**src/rtl/zero_flag_pipe.sv**
```systemverilog
// zero_flag_pipe: pipelined FANIN-ary zero detect feeding the NZCV flag register.
// Define FLAGS_BYPASS_EN to forward the next-state NZCV onto out_flags.
module zero_flag_pipe #(
    parameter int  WIDTH       = 64,
    parameter int  FANIN       = 4,
    parameter int  STAGE_EVERY = 1,
    parameter real DELAY       = 0.05
) (
    input  logic             clk,
    input  logic             reset_n,
    input  logic             advance,
    input  logic             flush,
    input  logic             in_valid,
    input  logic [WIDTH-1:0] in_data,
    input  logic             in_set_flags,
    input  logic [2:0]       in_ncv,
    output logic             out_valid,
    output logic             out_zero,
    output logic [3:0]       out_flags,
    output logic             out_flags_wr
);

    function automatic int calcLevels(input int w, input int f);
        int n;
        int l;
        n = 1;
        l = 0;
        while (n < w) begin
            n = n * f;
            l++;
        end
        return l;
    endfunction

    localparam int LEVELS = calcLevels(WIDTH, FANIN);
    localparam int SE     = (STAGE_EVERY > 0) ? STAGE_EVERY : 1;

    if (WIDTH < 2 || FANIN < 2 || FANIN > 8 || STAGE_EVERY < 0 || DELAY < 0.0)
    begin : gBadParam
        $error("zero_flag_pipe: illegal parameter set");
    end

    // Level 0 is the padded input; level LEVELS is the final NOR.
    for (genvar l = 0; l <= LEVELS; l++) begin : gLvl
        localparam int NODES = FANIN ** (LEVELS - l);
        localparam bit REGD  = (l > 0) && (STAGE_EVERY > 0) &&
                               ((l % SE == 0) || (l == LEVELS));

        logic [NODES-1:0] val;
        logic             vld;
        logic             setF;
        logic [2:0]       ncv;

        if (l == 0) begin : gIn
            assign val  = NODES'(in_data);
            assign vld  = in_valid;
            assign setF = in_set_flags;
            assign ncv  = in_ncv;
        end else begin : gTree
            logic [NODES-1:0] node;

            for (genvar j = 0; j < NODES; j++) begin : gNode
                if (l == LEVELS) begin : gNor
                    assign node[j] = ~|gLvl[l-1].val[j*FANIN +: FANIN];
                end else begin : gOr
                    assign node[j] = |gLvl[l-1].val[j*FANIN +: FANIN];
                end
            end

            if (REGD) begin : gReg
                always_ff @(posedge clk or negedge reset_n) begin
                    if (!reset_n) begin
                        vld  <= 1'b0;
                        val  <= '0;
                        setF <= 1'b0;
                        ncv  <= '0;
                    end else begin
                        if (flush) begin
                            vld <= 1'b0;
                        end else if (advance) begin
                            vld <= gLvl[l-1].vld;
                        end
                        if (advance) begin
                            val  <= node;
                            setF <= gLvl[l-1].setF;
                            ncv  <= gLvl[l-1].ncv;
                        end
                    end
                end
            end else begin : gComb
                assign val  = node;
                assign vld  = gLvl[l-1].vld;
                assign setF = gLvl[l-1].setF;
                assign ncv  = gLvl[l-1].ncv;
            end
        end
    end

    logic [3:0] nzcv;
    logic [3:0] nzcvNext;
    logic [2:0] lastNcv;
    logic       lastSetF;
    logic       flagsWr;

    assign out_valid = gLvl[LEVELS].vld;
    assign out_zero  = gLvl[LEVELS].val[0];
    assign lastSetF  = gLvl[LEVELS].setF;
    assign lastNcv   = gLvl[LEVELS].ncv;

    assign flagsWr      = out_valid & lastSetF & advance & ~flush;
    assign out_flags_wr = flagsWr;
    assign nzcvNext     = {lastNcv[2], out_zero, lastNcv[1], lastNcv[0]};

    always_ff @(posedge clk or negedge reset_n) begin
        if (!reset_n) begin
            nzcv <= 4'b0000;
        end else if (flagsWr) begin
            nzcv <= nzcvNext;
        end
    end

`ifdef FLAGS_BYPASS_EN
    assign out_flags = flagsWr ? nzcvNext : nzcv;
`else
    assign out_flags = nzcv;
`endif

endmodule

```
**config.mk**
```make
export PLATFORM = sky130hd
export DESIGN_NAME = zero_flag_pipe
export DESIGN_NICKNAME = d
export VERILOG_FILES = /design/src/rtl/zero_flag_pipe.sv
export SDC_FILE = /design/constraint.sdc
export NUM_CORES = 1
export LEC_CHECK = 0
export CELL_PAD_IN_SITES_DETAIL_PLACEMENT = 0
export CELL_PAD_IN_SITES_GLOBAL_PLACEMENT = 1
export CORE_AREA = 3 3 76 78
export DETAILED_ROUTE_END_ITERATION = 10
export DIE_AREA = 0 0 79 81
export GPL_TIMING_DRIVEN = 0
export HOLD_SLACK_MARGIN = 0.15
export PLACE_DENSITY_LB_ADDON = 0.1
export SLEW_MARGIN = 20
export SYNTH_ARGS = -nofsm -noshare
export SYNTH_HDL_FRONTEND = slang
export SYNTH_SLANG_ARGS = --single-unit
```
**constraint.sdc**
```tcl
create_clock -name clk -period 3 [get_ports clk]
set_clock_uncertainty 0.1 [all_clocks]
set_input_delay 0.6 -clock clk [delete_from_list [all_inputs] [get_ports clk]]
set_output_delay 0.6 -clock clk [all_outputs]
set_load 0.02 [all_outputs]
```
==> flow_summary.json <==
{
  "finalCritPeriodShare": 0.9057,
  "crit_path_frequent_cell": "clkdlybuf4s50_1",
  "areaGrowthSynthToFinish_pct": 60.25,
  "routed_via_density": 4.727,
  "first_pass_iters": 4,
  "r2r_start": "out_valid$_DFFE_PN0P_",
  "synthesis.area_um2": 1624,
  "die_h_um": 81,
  "grt_pass1_vias": 1453,
  "synth_common_cells": "40 x dfrtp_1, 23 x nor2_1, 21 x nor4_1, 20 x a21oi_1, 17 x mux2_2",
  "synth_ff_type": "dfrtp_1",
  "yosys_warnings": 0,
  "final_nets": 292,
  "utilization": 0.5063,
  "crit_family": "buffers and inverters",
  "critPathRequiredTime_ns": 2.30,
  "synth_top_area_frac": 0.6163,
  "holdBufCountCts": 0,
  "antenna_found_initial": 0,
  "grt_usage": 0.1284,
  "synth.avg_cell_area_um2": 12.30,
  "final-setup-viol-count": 0,
  "finalWirelength_um": 3866,
  "hold_class": "primary input to asynchronous set/reset pin",
  "cts_tree": "built",
  "grt_max_degree": 24,
  "path_cells": "clkdlybuf4s50_1 > nand4b_4 > inv_1 > clkdlybuf4s50_1",
  "grt_pass1_wl_um": 6444,
  "worstPathArrival_ns": 2.02,
  "max_stage_delay_ns": 0.60,
  "end_kind": "output port",
  "syn_inst": 132,
  "finalHoldViolCount": 0,
  "cts.clk_slew.worst_paths_ns": 0.07,
  "cp_max_fo": 5,
  "diodes": 0,
  "crit_cells": 4,
  "ys_async_sr_fraction": 1.000,
  "die_w_um": 79,
  "rows": 26,
  "n_fill_cell": 478,
  "drc": 0,
  "worst_path_max_delay_cell": "clkdlybuf4s50_1",
  "clk_path_buf_depth": 2,
  "synth.distinct_cells": 10,
  "pin_count": 80,
  "wl_per_cell_um": 13.38,
  "status": "finished clean",
  "coreArea_um2": 5140,
  "setup_tns_ns": 0,
  "final-max-slew-violation-count": 0,
  "synth_most_common_cell": "dfrtp_1",
  "io_buffers": 79,
  "drive_above_1_share": 0.1461,
  "synth_top_area_cell": "dfrtp_1",
  "place.gp.congestion": 0.6761,
  "insertion_delay_ns": 0.29,
  "ys_ff_latch": 40,
  "cts_sinks": 40,
  "cts.repair.resized": 0,
  "met3_usage": 0.04324,
  "ctsRootBufferMaster": "clkbuf_8",
  "dpl.hpwl_um": 3131,
  "dieArea_um2": 6399,
  "slew_headroom": 0.7027,
  "leakagePower_uw": 0.001009,
  "crit_path_start": "advance",
  "rsz0062_at_grt": "false",
  "peakVddDrop_v": 0.0002584,
  "globalRouteMet2Util": 0.2130,
  "worst_slew_pin_slew_ns": 0.4460,
  "via_count": 1366,
  "fmax_mhz": 368.0,
  "period_needed_ns": 2.717,
  "r2r_cells": 2,
  "cts_buffers": 5,
  "crit_type": "primary input to output port",
  "grt-busiest-layer": "met2",
  "ys_top_cells_by_area": "dfrtp_1 62%, mux2_2 12%, nor4_1 8.1%",
  "ys_seq_area_frac": 0.6163,
  "post-cts-setup-buffer-count": 0,
  "ant_nets": 0,
  "grtUsageMet1": 0.1457,
  "synth_nets": 205,
  "drv_cap": 0,
  "synth_edf_count": 0,
  "worst-path-buf-inv": 3,
  "cts_htree_levels": 2,
  "first_iter_violations": 30,
  "grt-ovfl-total": 0,
  "cp-start-kind": "primary input",
  "initial_core_util": 0.3160,
  "p_per_area_nw_per_um2": 427.9
}
## layout by cell type (no fill, tap or decap)
master           instances
nand4b_4                 1
mux2i_1                  3
mux2_2                  17
clkbuf_1                 1
buf_16                   1
inv_1                    1
clkinv_2                 1
buf_6                    3
clkdlybuf4s50_1         78
buf_2                    1
nor2_1                  23
a21oi_1                 20
dfrtp_1                 40
clkbuf_8                 5
buf_4                    3
nor4_1                  21
## power breakdown
group          total, uW  switching [uW]  internal, uW
combinational        183            55.6           128
clock                335             177           158
sequential           595            19.8           576
total               1110             252           861
## final cells by class
cell class | count | area, um2 | area share
Buffer | 6 | 56.30 | 0.02163
Clock buffer | 6 | 72.57 | 0.02788
Clock inverter | 1 | 5.005 | 0.001923
Inverter | 1 | 3.754 | 0.001442
Multi-Input combinational cell | 85 | 563.0 | 0.2163
Sequential cell | 40 | 1001 | 0.3846
Tap cell | 70 | 87.58 | 0.03365
Timing Repair Buffer | 80 | 813.3 | 0.3125
## per-layer routing
layer  up-vias  wire (um)
met2        56       1876
li1        654          -
met3         8        335
met5         -          0
met4         0         84
met1       648       1570
## stage by stage
step                      cell area [um2]  hold slack [ns]  power (uW)  worst slack [ns]  instances
final                                2603           0.1517        1114            0.2829        289
after global routing                 2603           0.1621        1164            0.2177        289
after CTS                            2603           0.1556        1133            0.2568        289
after detailed placement             2525           0.3907       793.0            0.2585        282
after global placement               2502           0.3838       780.6            0.2772        281
after floorplan                      1624           0.2044       660.3             1.349        132
## flip-flops by register name, indices dropped and copies added, names as in the netlist
| register | flops |
|---|---|
| out_zero | 1 |
| out_flags | 4 |
| gLvl.val | 20 |
| out_valid | 1 |
| gLvl.vld | 2 |
| gLvl.setF | 3 |
| gLvl.ncv | 9 |
## final timing paths
kind	end	slack (ns)
worst max-delay path	out_flags_wr	0.28
worst min-delay path	out_zero$_DFFE_PN0P_	0.15
worst max register to register	out_flags[2]$_DFFE_PN0P_	1.86
worst min register to register	gLvl[1].ncv[0]$_DFFE_PN0P_	0.41
max in group asynchronous	gLvl[2].setF$_DFFE_PN0P_	2.20
min in group clk	gLvl[1].ncv[0]$_DFFE_PN0P_	0.41
## cells by family after synthesis
| kind of cell | count (synthesis) | synth area share |
|---|---|---|
| simple gates | 45 | 0.1487 |
| buf+inv | 7 | 0.03698 |
| mux | 20 | 0.1364 |
| compound gates | 20 | 0.06164 |
| flops | 40 | 0.6163 |
Note: power is estimated with default switching activity, not from simulation.
